`config.mk`:
```
export PLATFORM = sky130hd
export DESIGN_NAME = tone_period_meter_flat
export DESIGN_NICKNAME = d
export VERILOG_FILES = /design/src/rtl/musicbox_pkg.sv /design/src/rtl/tone_period_meter_if.sv /design/src/rtl/audio_edge_sync.sv /design/src/rtl/tone_period_meter.sv /design/src/flat_wrapper.sv
export SDC_FILE = /design/constraint.sdc
export NUM_CORES = 1
export LEC_CHECK = 0
export ABC_AREA = 1
export CORE_ASPECT_RATIO = 1.2
export CORE_MARGIN = 2
export CORE_UTILIZATION = 61
export DETAILED_ROUTE_END_ITERATION = 7
export PLACE_DENSITY_LB_ADDON = 0.15
export SLEW_MARGIN = 15
export SYNTH_ARGS = -nofsm -noshare
export SYNTH_HDL_FRONTEND = slang
export SYNTH_SLANG_ARGS = --single-unit
```
`constraint.sdc`:
```
create_clock -name clk -period 4.6 [get_ports clk]
set_input_delay 0.92 -clock clk [delete_from_list [all_inputs] [get_ports clk]]
set_output_delay 0.92 -clock clk [all_outputs]
set_load 0.005 [all_outputs]
```
`src/rtl/musicbox_pkg.sv`:
```
// Shared musicbox definitions: measurement FSM states and default
// counter width / timeout / deadband used by tone generators and meters.
package musicbox_pkg;

    localparam int          MB_CNT_W    = 16;
    localparam int unsigned MB_TIMEOUT  = 32'd65535;
    localparam int unsigned MB_DEADBAND = 32'd4;

    typedef enum logic [0:0] {
        IDLE  = 1'b0,
        ARMED = 1'b1
    } meter_state_e;

endpackage

```
`src/rtl/tone_period_meter_if.sv`:
```
// Measurement result bus of tone_period_meter: the meter drives it (master),
// capture/display logic consumes it (slave).
interface tone_period_meter_if
    import musicbox_pkg::*;
#(
    parameter int CNT_W = MB_CNT_W
);
    logic [CNT_W-1:0] period;
    logic [CNT_W-1:0] high_time;
    logic             period_valid;
    logic             no_signal;
    logic             sweep_up;
    logic             sweep_down;

    modport master (
        output period, high_time, period_valid, no_signal, sweep_up, sweep_down
    );

    modport slave (
        input period, high_time, period_valid, no_signal, sweep_up, sweep_down
    );
endinterface

```
`src/rtl/audio_edge_sync.sv`:
```
// Two-flop synchronizer for an asynchronous musicbox input plus a third
// flop for single-cycle rise/fall pulses. All flops clear on reset.
module audio_edge_sync (
    input  logic clk,
    input  logic rst_n,
    input  logic din,
    output logic rise,
    output logic fall
);
    logic [2:0] sync_q;
    logic [2:0] sync_d;

    // Next value of the synchronizer chain: shift din in at bit 0.
    always_comb begin
        sync_d = {sync_q[1:0], din};
    end

    // Synchronizer registers with synchronous active-low reset.
    always_ff @(posedge clk) begin
        if (!rst_n) begin
            sync_q <= 3'b000;
        end else begin
            sync_q <= sync_d;
        end
    end

    assign rise = sync_q[1] & ~sync_q[2];
    assign fall = ~sync_q[1] & sync_q[2];
endmodule

```
`src/rtl/tone_period_meter.sv`:
```
// Measures period and high time of an asynchronous square wave, flags loss
// of signal and pitch sweep direction. Define PERIOD_AVG_EN for 4-period averaging.
module tone_period_meter
    import musicbox_pkg::*;
#(
    parameter int          CNT_W    = MB_CNT_W,
    parameter int unsigned TIMEOUT  = MB_TIMEOUT,
    parameter int unsigned DEADBAND = MB_DEADBAND
) (
    input  logic                clk,
    input  logic                rst_n,
    input  logic                audio_in,
    tone_period_meter_if.master mif
);
    meter_state_e     state_q, state_d;
    logic [CNT_W-1:0] cnt_q, cnt_d, hcnt_q, hcnt_d;
    logic [CNT_W-1:0] period_q, period_d, high_q, high_d, prev_q, prev_d;
    logic             valid_q, valid_d, no_sig_q, no_sig_d;
    logic             up_q, up_d, down_q, down_d, have_prev_q, have_prev_d;
    logic             rise_s, fall_s, emit_s;
    logic [CNT_W-1:0] rep_period_s, rep_high_s;
    logic [CNT_W:0]   new_ext_s, prev_ext_s, db_ext_s;

    audio_edge_sync u_sync (
        .clk   (clk),
        .rst_n (rst_n),
        .din   (audio_in),
        .rise  (rise_s),
        .fall  (fall_s)
    );

`ifdef PERIOD_AVG_EN
    // Sliding window holds the three periods/high times preceding the current one.
    logic [CNT_W-1:0] pwin_q [3];
    logic [CNT_W-1:0] hwin_q [3];
    logic [1:0]       fill_q, fill_d;
    logic [CNT_W+1:0] psum_s, hsum_s;

    // Window sum including the period being closed; report only once 4 are collected.
    always_comb begin
        psum_s = {2'b00, pwin_q[0]} + {2'b00, pwin_q[1]} + {2'b00, pwin_q[2]} + {2'b00, cnt_q};
        hsum_s = {2'b00, hwin_q[0]} + {2'b00, hwin_q[1]} + {2'b00, hwin_q[2]} + {2'b00, hcnt_q};
        rep_period_s = psum_s[CNT_W+1:2];
        rep_high_s   = hsum_s[CNT_W+1:2];
        emit_s       = (fill_q == 2'd3);
        fill_d       = fill_q;
        if ((state_q == IDLE) && rise_s) begin
            fill_d = 2'd0;
        end else if ((state_q == ARMED) && rise_s && (fill_q != 2'd3)) begin
            fill_d = fill_q + 2'd1;
        end else begin
            fill_d = fill_q;
        end
    end

    // Window shift on every completed period while armed.
    always_ff @(posedge clk) begin
        if (!rst_n) begin
            fill_q <= 2'd0;
            pwin_q <= '{default: '0};
            hwin_q <= '{default: '0};
        end else begin
            fill_q <= fill_d;
            if ((state_q == ARMED) && rise_s) begin
                pwin_q <= '{pwin_q[1], pwin_q[2], cnt_q};
                hwin_q <= '{hwin_q[1], hwin_q[2], hcnt_q};
            end else begin
                pwin_q <= pwin_q;
                hwin_q <= hwin_q;
            end
        end
    end
`else
    // Raw mode reports every completed period directly.
    always_comb begin
        rep_period_s = cnt_q;
        rep_high_s   = hcnt_q;
        emit_s       = 1'b1;
    end
`endif

    assign new_ext_s  = {1'b0, rep_period_s};
    assign prev_ext_s = {1'b0, prev_q};
    assign db_ext_s   = (CNT_W+1)'(DEADBAND);

    // Measurement FSM: arming, counting, reporting and loss-of-signal timeout.
    always_comb begin
        state_d     = state_q;
        cnt_d       = cnt_q;
        hcnt_d      = hcnt_q;
        period_d    = period_q;
        high_d      = high_q;
        prev_d      = prev_q;
        valid_d     = 1'b0;
        no_sig_d    = no_sig_q;
        up_d        = up_q;
        down_d      = down_q;
        have_prev_d = have_prev_q;
        case (state_q)
            IDLE: begin
                cnt_d = '0;
                if (rise_s) begin
                    state_d     = ARMED;
                    cnt_d       = CNT_W'(1);
                    hcnt_d      = '0;
                    no_sig_d    = 1'b0;
                    have_prev_d = 1'b0;
                end else begin
                    state_d = IDLE;
                end
            end
            ARMED: begin
                if (rise_s) begin
                    cnt_d = CNT_W'(1);
                    if (emit_s) begin
                        period_d    = rep_period_s;
                        high_d      = rep_high_s;
                        valid_d     = 1'b1;
                        prev_d      = rep_period_s;
                        have_prev_d = 1'b1;
                        // Sweep compares against the previous report, one bit wider to avoid wrap.
                        if (have_prev_q && ((new_ext_s + db_ext_s) < prev_ext_s)) begin
                            up_d   = 1'b1;
                            down_d = 1'b0;
                        end else if (have_prev_q && (new_ext_s > (prev_ext_s + db_ext_s))) begin
                            up_d   = 1'b0;
                            down_d = 1'b1;
                        end else begin
                            up_d   = 1'b0;
                            down_d = 1'b0;
                        end
                    end else begin
                        valid_d = 1'b0;
                    end
                end else if (cnt_q == CNT_W'(TIMEOUT)) begin
                    state_d     = IDLE;
                    cnt_d       = '0;
                    no_sig_d    = 1'b1;
                    up_d        = 1'b0;
                    down_d      = 1'b0;
                    have_prev_d = 1'b0;
                end else begin
                    cnt_d = (cnt_q == '1) ? cnt_q : cnt_q + CNT_W'(1);
                    if (fall_s) begin
                        hcnt_d = cnt_q;
                    end else begin
                        hcnt_d = hcnt_q;
                    end
                end
            end
            default: begin
                state_d = IDLE;
                cnt_d   = '0;
            end
        endcase
    end

    // State and output registers with synchronous active-low reset.
    always_ff @(posedge clk) begin
        if (!rst_n) begin
            state_q     <= IDLE;
            cnt_q       <= '0;
            hcnt_q      <= '0;
            period_q    <= '0;
            high_q      <= '0;
            prev_q      <= '0;
            valid_q     <= 1'b0;
            no_sig_q    <= 1'b1;
            up_q        <= 1'b0;
            down_q      <= 1'b0;
            have_prev_q <= 1'b0;
        end else begin
            state_q     <= state_d;
            cnt_q       <= cnt_d;
            hcnt_q      <= hcnt_d;
            period_q    <= period_d;
            high_q      <= high_d;
            prev_q      <= prev_d;
            valid_q     <= valid_d;
            no_sig_q    <= no_sig_d;
            up_q        <= up_d;
            down_q      <= down_d;
            have_prev_q <= have_prev_d;
        end
    end

    assign mif.period       = period_q;
    assign mif.high_time    = high_q;
    assign mif.period_valid = valid_q;
    assign mif.no_signal    = no_sig_q;
    assign mif.sweep_up     = up_q;
    assign mif.sweep_down   = down_q;
endmodule
```
`src/flat_wrapper.sv`:
```
// flat-port wrapper written by rule: the top's interface ports become plain ports
module tone_period_meter_flat import musicbox_pkg::*;
#(
    parameter int          CNT_W    = MB_CNT_W,
    parameter int unsigned TIMEOUT  = MB_TIMEOUT,
    parameter int unsigned DEADBAND = MB_DEADBAND
)
  (clk, rst_n, audio_in, mif_period, mif_high_time, mif_period_valid, mif_no_signal, mif_sweep_up, mif_sweep_down);
  tone_period_meter_if #(.CNT_W(CNT_W)) mif_i ();
  input  logic clk;
  input  logic rst_n;
  input  logic audio_in;
  output wire logic [$bits(mif_i.period)-1:0] mif_period;
  output wire logic [$bits(mif_i.high_time)-1:0] mif_high_time;
  output wire logic [$bits(mif_i.period_valid)-1:0] mif_period_valid;
  output wire logic [$bits(mif_i.no_signal)-1:0] mif_no_signal;
  output wire logic [$bits(mif_i.sweep_up)-1:0] mif_sweep_up;
  output wire logic [$bits(mif_i.sweep_down)-1:0] mif_sweep_down;
  assign mif_period = mif_i.period;
  assign mif_high_time = mif_i.high_time;
  assign mif_period_valid = mif_i.period_valid;
  assign mif_no_signal = mif_i.no_signal;
  assign mif_sweep_up = mif_i.sweep_up;
  assign mif_sweep_down = mif_i.sweep_down;
  tone_period_meter #(.CNT_W(CNT_W), .TIMEOUT(TIMEOUT), .DEADBAND(DEADBAND)) u_core (.clk(clk), .rst_n(rst_n), .audio_in(audio_in), .mif(mif_i));
endmodule
```
==> reports/metrics.yaml <==
postRouteAntennaNets: 0
htreeDepth: 3
final_common_cell: "nor2_1"
report.final.slew_viol_count: 0
cts_tree: "built"
drv_cap: 0
ys_seq_elements: 73
timing.final.crit_share_pct: 65.6
path_common_cell: "nor2_1"
post_cts_buffers: 0
synth_top_area_cell: "dfxtp_1"
netlist_area_um2: 3880
outcome: "finished, final reports clean"
routedWlPerCell_um: 15.3
coreArea_um2: 6090
path_class: "reg2reg"
portBuffers: 38
yosys.area.top_type_share_pct: 37.7
post-dp-hpwl_um: 7140
grt_overflow: 0
grt_pass1_vias: 3302
antenna_found_initial: 0
post-route-drc-count: 0
gp_congestion: 0.912
fin_hold_ws_ns: 0.429
wl_um: 9820
vias: 3590
crit_chain: "ha_1 -> nand2_1 -> nor2_1 -> nand3_1 -> nor2_1 -> nand3_1 -> nor3_1 -> xor2_1 -> ha_1 -> nand2_1 -> nor3_1 -> nand4_1 -> nor2_1 -> nor2_1 -> nand3_1 -> a21oi_1"
drtPass1Iterations: 5
synth_area_leaders: "dfxtp_1 (38%), ha_1 (11%), nor2_1 (9.6%), nand2_1 (6.4%), inv_1 (5.6%)"
synth_cell_type_count: 30
cts_made_buffers: 9
relSlewSlack_pct: 28.8
grt_start_max_net_pins: 43
clk_latency_ns: 0.35
mostFrequentLayoutCells: "nor2_1 (99), dfxtp_1 (73), nand2_1 (66)"
cts_root_buf: "clkbuf_8"
cts_resized: 0
nets: 592
ys_seq_area_share_pct: 37.7
hold_viol_final: 0
finClkSkew_ns: 0.00849
placed_area_um2: 4280
die_w_um: 76.8
area_delta_synth_final_pct: 15.2
worstPathMaxFanout: 5
die_area_um2: 7010
hold_buffers: 0
setup_viol: 0
avgSynthCellArea_um2: 7.44
fmax_mhz: 331
clockBufferDepth: 2
design_area_um2: 4470
ios: 39
worst_path_max_delay_cell: "dfxtp_1"
powerDensity_nw_per_um2: 263
initialDrtViolationCount: 267
rsz0062_at_grt: "no"
min_path_type: "reg2reg"
diodes: 0
track_usage_pct: 28.8
fillers: 517
cts.sinks: 73
synthCells: 521
die_y_um: 91.4
drive_gt1_share_pct: 4.47
endpoint_kind: "flop"
p_leak_nw: 1.90
crit_arrival_ns: 3.23
vias_per_cell: 5.60
worst_slew_pin_slew_ns: 1.06
finalCriticalPeriod_ns: 3.02
finalSetupTns_ns: 0
start_util_pct: 63.7
ir_drop_uv: 271
required_ns: 4.81
cp-start-kind: "flop"
clk_pin_slew_ns: 0.09
worst_path_largest_cell_delay_ns: 0.41
syn-num-nets: 559
grt_pass1_wl_um: 15900
yosys_warnings: 0
std_cell_rows: 31
per-layer routing:
layer | up-vias | global-route usage (%) | wire, um
li1 | 1783 | - | -
met5 | - | 0 | 0
met3 | 33 | 4.97 | 569
met1 | 1654 | 34.2 | 4150
met4 | 0 | 17.0 | 351
met2 | 120 | 48.5 | 4750
power by group:
| part | total, mW | leakage (nW) | internal (mW) | switching (mW) |
|---|---|---|---|---|
| clock | 0.474 | 0.0884 | 0.205 | 0.269 |
| sequential | 0.644 | 0.589 | 0.638 | 0.00576 |
| combinational | 0.0577 | 1.22 | 0.0216 | 0.0362 |
flip-flops by register name, indices dropped and copies added, names as in the netlist, 3 cells and up:
signal and cells:
u_core.cnt_q 16, u_core.u_sync.sync_q 3, u_core.mif.period 16, u_core.mif.high_time 16, u_core.hcnt_q 16
per-stage QoR:
| step | total power, mW | util, % | instances | worst slack [ns] |
|---|---|---|---|---|
| 2_1_floorplan | 0.698 | - | 521 | 2.06 |
| 3_3_place_gp | 0.714 | 70.4 | 625 | 1.82 |
| 3_5_place_dp | 0.716 | 70.4 | 625 | 1.67 |
| 4_1_cts | 1.18 | 73.4 | 641 | 1.64 |
| 5_1_grt | 1.22 | 73.4 | 641 | 1.29 |
| 6_report | 1.18 | 73.4 | 641 | 1.58 |
path summary, 6_finish.rpt:
check	startpoint	endpoint	slack (ns)	depth (start not counted)
min reg2reg	u_core.u_sync.sync_q[0]	u_core.u_sync.sync_q[1]	0.43	2
max reg2reg	u_core.mif.period[2]	u_core.mif.sweep_down	1.58	16
min	u_core.u_sync.sync_q[0]	u_core.u_sync.sync_q[1]	0.43	2
max	u_core.mif.period[2]	u_core.mif.sweep_down	1.58	16
cell families after synthesis:
kind of cell | share of synthesized area [%]
simple gates | 22.9
compound gates | 14.6
buf+inv | 8.10
flops | 37.7
fa+ha+maj | 11.3
xor+xnor | 5.42
synthesized netlist by cell type:
cell type,n
dfxtp_1,73
clkinv_1,1
nand3_1,22
o21a_1,3
a22oi_2,2
nand4_2,1
buf_6,2
clkbuf_1,12
nor2_2,3
nand2_1,66
a211oi_1,3
nand4_1,7
a31oi_1,1
nor4_1,1
nand2_2,1
o21ai_0,39
a22oi_1,14
clkbuf_2,1
nor3b_1,2
or2_1,1
xnor2_1,1
buf_2,1
xor2_1,23
o211ai_1,2
nor3_1,10
buf_4,2
ha_1,35
inv_1,58
nor2_1,99
a21oi_1,35
final cells by class:
type	instances	area, um^2	area share (%)
clock inverter	7	61.3	1.37
inverter	59	221	4.96
tap	82	103	2.30
timing repair buffer	40	395	8.85
sequential	73	1460	32.7
multi-input combinational	371	2100	47.1
clock buffer	9	124	2.77
critical path, delay by kind of cell, from the launching register on:
kind | cells | cell delay [ns]
fa+ha+maj | 2 | 0.49
flops | 1 | 0.41
compound gates | 1 | 0.06
xor+xnor | 1 | 0.10
simple gates | 12 | 1.83
Power figures use the tool's default switching activity.
==> patch 1 (same flow settings) <==
Set the package constant `MB_CNT_W` to 32 (it was 16).
--- a/src/rtl/musicbox_pkg.sv
+++ b/src/rtl/musicbox_pkg.sv
@@ -3,5 +3,5 @@
 package musicbox_pkg;
 
-    localparam int          MB_CNT_W    = 16;
+    localparam int          MB_CNT_W    = 32;
     localparam int unsigned MB_TIMEOUT  = 32'd65535;
     localparam int unsigned MB_DEADBAND = 32'd4;
Ports: changed (resized mif_high_time and mif_period); port bits go from 39 to 71. No check against the original RTL was run, so the function may have changed too.
==> patch 1 against the original RTL <==
  * Sequential cell count increased by 64
  * Clock power grew to 3.1 times the old value
  * Wire length rose by 140%
  * Clock skew up 0.0022 ns
  * Via count up 110%
  * Non-clock buffer count is 32 higher
  * Synthesized area up 110%
  * Final area rose by 110%
  * Sequential power is 88% higher
  * Total power rose by 140%
  * Maximum frequency is 10% lower
  * Core utilization is 1.4 points lower
  * Setup slack worse by 0.34 ns
==> patch 1: results (changes against the original RTL) <==
- Vias in the first global route: 7161 (+120%)
- Initial antenna violation count: 0 (unchanged)
- Reg clk slew, reported paths: 0.06 ns (-0.03 ns)
- Count of cells resized by post-cts repair: 0 (unchanged)
- FF+latch area: 2743 um^2 (+88%)
- Most common library cells after synthesis: nor2_1 (215), dfxtp_1 (137), nand2_1 (136)
- Outcome: finished clean
- Setup WS post-layout: 1.240 ns (-0.3436 ns)
- I/O Buffers: 70 (+84%)
- Largest net degree at the start of global routing: 99 (+130%)
- DR iter-0 viols: 655 (+150%)
- Arrival @ worst endpoint: 3.65 ns (+0.42 ns)
- Detailed Place HPWL: 17.02 mm (+140%)
- Nets: 1248 (+110%)
- Routability Congestion: 0.9872 (+8.3%)
- Vias: 7691 (+110%)
- CP max FO: 6 (+1)
- R2r worst-path depth: 19 (+3)
- Fraction of layout cells with a size suffix above 1: 6.891% (+2.4 points)
- First-pass GRT wire length: 36.56 mm (+130%)
- Gate count of the mapped netlist: 1119 (+110%)
- Top post-synthesis cells by area: dfxtp_1 (34%), ha_1 (11%), nor2_1 (10%)
- GRT Total Usage: 33.87% (+5.1 points)
- Placed cells: 1326 (+110%)
- Post-place setup slack: 1.309 ns (-0.3610 ns)
- Post-CTS setup buffer count: 0 (unchanged)
- Fin crit period: 3.360 ns (+0.3436 ns)
- Total wire length: 23.18 mm (+140%)
- Root buffer cell: clkbuf_16
- Area post-placement: 8786 um^2 (+110%)
- Setup_tns: 0 ns (unchanged)
- CTS H-tree depth: 4 (+1)
- Synth cell types: 42 (+40%)
- Clock latency at the later pin of the worst-skew pair: 0.44 ns (+0.09 ns)
- Sequential share of the synthesized area: 34.07% (-3.6 points)
- Setup Skew: 0.01065 ns (+0.002161 ns)
patch 1: layout make-up:
type | count | area share (%)
clock buffers | 18 | 4.668
repair buffers | 72 | 7.554
clock inverters | 14 | 1.942
flip-flops and latches | 137 | 29.15
well taps | 168 | 2.234
inverters | 136 | 5.426
multi-input cells | 813 | 49.02
patch 1: report_power, final:
part	internal, uW	total (uW)	switching, uW	leakage [uW]
logic	38.1	112	73.8	0.00251
clock network	879	1460	578	0.000300
registers	1200	1210	9.72	0.00111
patch 1: path summary, 6_finish.rpt:
path | slack [ns] | end | startpoint
hold / removal | 0.42 | u_core.u_sync.sync_q[1] | u_core.u_sync.sync_q[0]
setup reg to reg | 1.24 | u_core.mif.sweep_down | u_core.cnt_q[2]
setup / recovery | 1.24 | u_core.mif.sweep_down | u_core.cnt_q[2]
hold reg to reg | 0.42 | u_core.u_sync.sync_q[1] | u_core.u_sync.sync_q[0]
patch 1: logic make-up after synthesis:
logic type | Yosys count | share of synthesized area, %
AND/OR/NAND/NOR | 486 | 27.34
buffers and inverters | 169 | 8.673
flip-flops | 137 | 34.07
adder cells (fa/ha/maj) | 68 | 10.57
AO/OA/AOI/OAI | 207 | 13.69
XOR/XNOR | 52 | 5.657
patch 1: critical path: cells and delay by family, from the launching register on:
| kind | cells | cell delay, ns |
|---|---|---|
| AND/OR/NAND/NOR | 13 | 1.97 |
| adder cells (fa/ha/maj) | 2 | 0.46 |
| flip-flops | 1 | 0.44 |
| AO/OA/AOI/OAI | 2 | 0.24 |
| buffers and inverters | 2 | 0.12 |
patch 1: metal layers:
metal  vias up  wire, um  GRT usage [%]
met4         0      1088          19.08
li1       3773         -              -
met5         -         0              0
met3        79      1662          7.393
met1      3543     10080          42.96
met2       296     10350          53.16
==> patch 2 (config.mk and constraints unchanged) <==
Without the edit above. Add an input register stage for `audio_in`, without a reset; this delays it by one clock. The other inputs are not delayed to match.
--- a/src/rtl/tone_period_meter.sv
+++ b/src/rtl/tone_period_meter.sv
@@ -13,4 +13,11 @@
     tone_period_meter_if.master mif
 );
+
+    logic audio_q;
+
+    always_ff @(posedge clk) begin
+        audio_q <= audio_in;
+    end
+
     meter_state_e     state_q, state_d;
     logic [CNT_W-1:0] cnt_q, cnt_d, hcnt_q, hcnt_d;
@@ -25,5 +32,5 @@
         .clk   (clk),
         .rst_n (rst_n),
-        .din   (audio_in),
+        .din   (audio_q),
         .rise  (rise_s),
         .fall  (fall_s)
Function: changed (Yosys sat finds a counterexample within 4 cycles, from zero or initial values and one cycle with rst_n low).
==> patch 2 against the original RTL <==
  * Die area increased by 4.6%
  * Sequential power increased by 2%
  * Wire length decreased by 4.2%
  * Total power increased by 1.7%
  * Sequential share of layout area decreased by 0.85 points
  * Sequential cell count increased by 1
  * Synthesized area increased by 4.8%
  * Setup slack improved by 0.28 ns
  * Final area increased by 4.1%
  * Critical path depth decreased by 1
  * Largest cell class unchanged
  * Largest power group unchanged
==> patch 2: results (changes against the original RTL) <==
- Outcome: finished clean
- Worst setup path class: reg2reg
- GRT Total Usage: 27.11% (-1.7 points)
- Post-place setup slack: 1.828 ns (+0.1582 ns)
- Sequential share of the synthesized area: 36.44% (-1.2 points)
- Flop2flop setup slack: 1.86 ns (+0.28 ns)
- Synth Net Count: 578 (+3.4%)
- Slew headroom: 56.23% (+27 points)
- Detailed Place HPWL: 6.994 mm (-2.0%)
- Fraction of layout cells with a size suffix above 1: 6.944% (+2.5 points)
- Arrival @ worst endpoint: 2.95 ns (-0.28 ns)
- Met1 WL: 4.315 mm (+3.9%)
- DRT Pass-1 Iters: 5 (unchanged)
- Met1 Resource Use GR: 33.19% (-0.98 points)
- Vias in the first global route: 3468 (+5.0%)
- Critical Path Max Stage Delay: 0.49 ns (+0.08 ns)
- Most common library cells after synthesis: nor2_1 (101), nand2_1 (86), dfxtp_1 (74)
- Hold depth: 2 (unchanged)
- Leak pwr: 0.002015 uW (+6.2%)
- Total wire length: 9.414 mm (-4.2%)
- Int Power: 920.8 uW (+6.5%)
- DR vias/cell: 5.489 (-2.0%)
- Largest net degree at the start of global routing: 30 (-30%)
- Max VDD drop: 0.2265 mV (-16%)
- Met3 wire len: 388 um (-32%)
- Layout fillers: 537 (+3.9%)
- Critical R2R Launch: u_core.cnt_q[3]
- Top post-synthesis cells by area: dfxtp_1 (36%), ha_1 (11%), nor2_1 (9.3%)
- Setup Skew: 0.01269 ns (+0.004202 ns)
- First-pass GRT wire length: 15.68 mm (-1.4%)
- CP max FO: 6 (+1)
- Clock latency at the later pin of the worst-skew pair: 0.35 ns (about the same)
- Sequential share of power: 54.6% (-0.2 points)
- Initial antenna violation count: 0 (unchanged)
- Slowest cell on crit path: dfxtp_1
- Area post-placement: 4462 um^2 (+4.1%)
- DR iter-0 viols: 203 (-24%)
- Synth cell types: 35 (+17%)
- Met3 usage: 4.923% (-0.047 points)
- DR WL met2: 4.578 mm (-3.6%)
- Hold slack: 0.4143 ns (-0.01448 ns)
- Routability Congestion: 0.8917 (-2.2%)
- R2r worst-path depth: 15 (-1)
- Grt ovf: 0 (unchanged)
- Comb pwr: 61.9 uW (+7.3%)
- Fin crit period: 2.739 ns (-0.2773 ns)
[patch 2: cell count changes in the layout (fill, tap and decap cells not counted), sizes merged, moves of 3 or more]
cell    before  now
o21ai       39   36
clkbuf       9   13
nand2       67   90
nor3        10    4
nor2       102  105
xnor2        1    5
[patch 2: cells by family after synthesis]
logic type	Yosys count	share of synthesized area, %
flip-flops	74	36.44
XOR/XNOR	29	6.248
AO/OA/AOI/OAI	92	13.85
buffers and inverters	81	8.402
adder cells (fa/ha/maj)	35	10.77
AND/OR/NAND/NOR	229	24.28
[patch 2: metrics by stage]
stage / instances / total power (uW)
detailed placement: 646 / 730.1
finish: 661 / 1196
global route: 661 / 1242
global placement: 646 / 728.7
floorplan: 540 / 711.7
CTS: 661 / 1201
[patch 2: area by class of cell]
cell class	count	area [um^2]	share of cell area, %
inverter	61	229.0	4.923
clock inverter	2	10.01	0.2152
sequential	74	1481	31.85
tap	85	106.4	2.287
multi-input combinational	385	2242	48.21
clock buffer	13	178.9	3.847
timing repair buffer	41	402.9	8.663
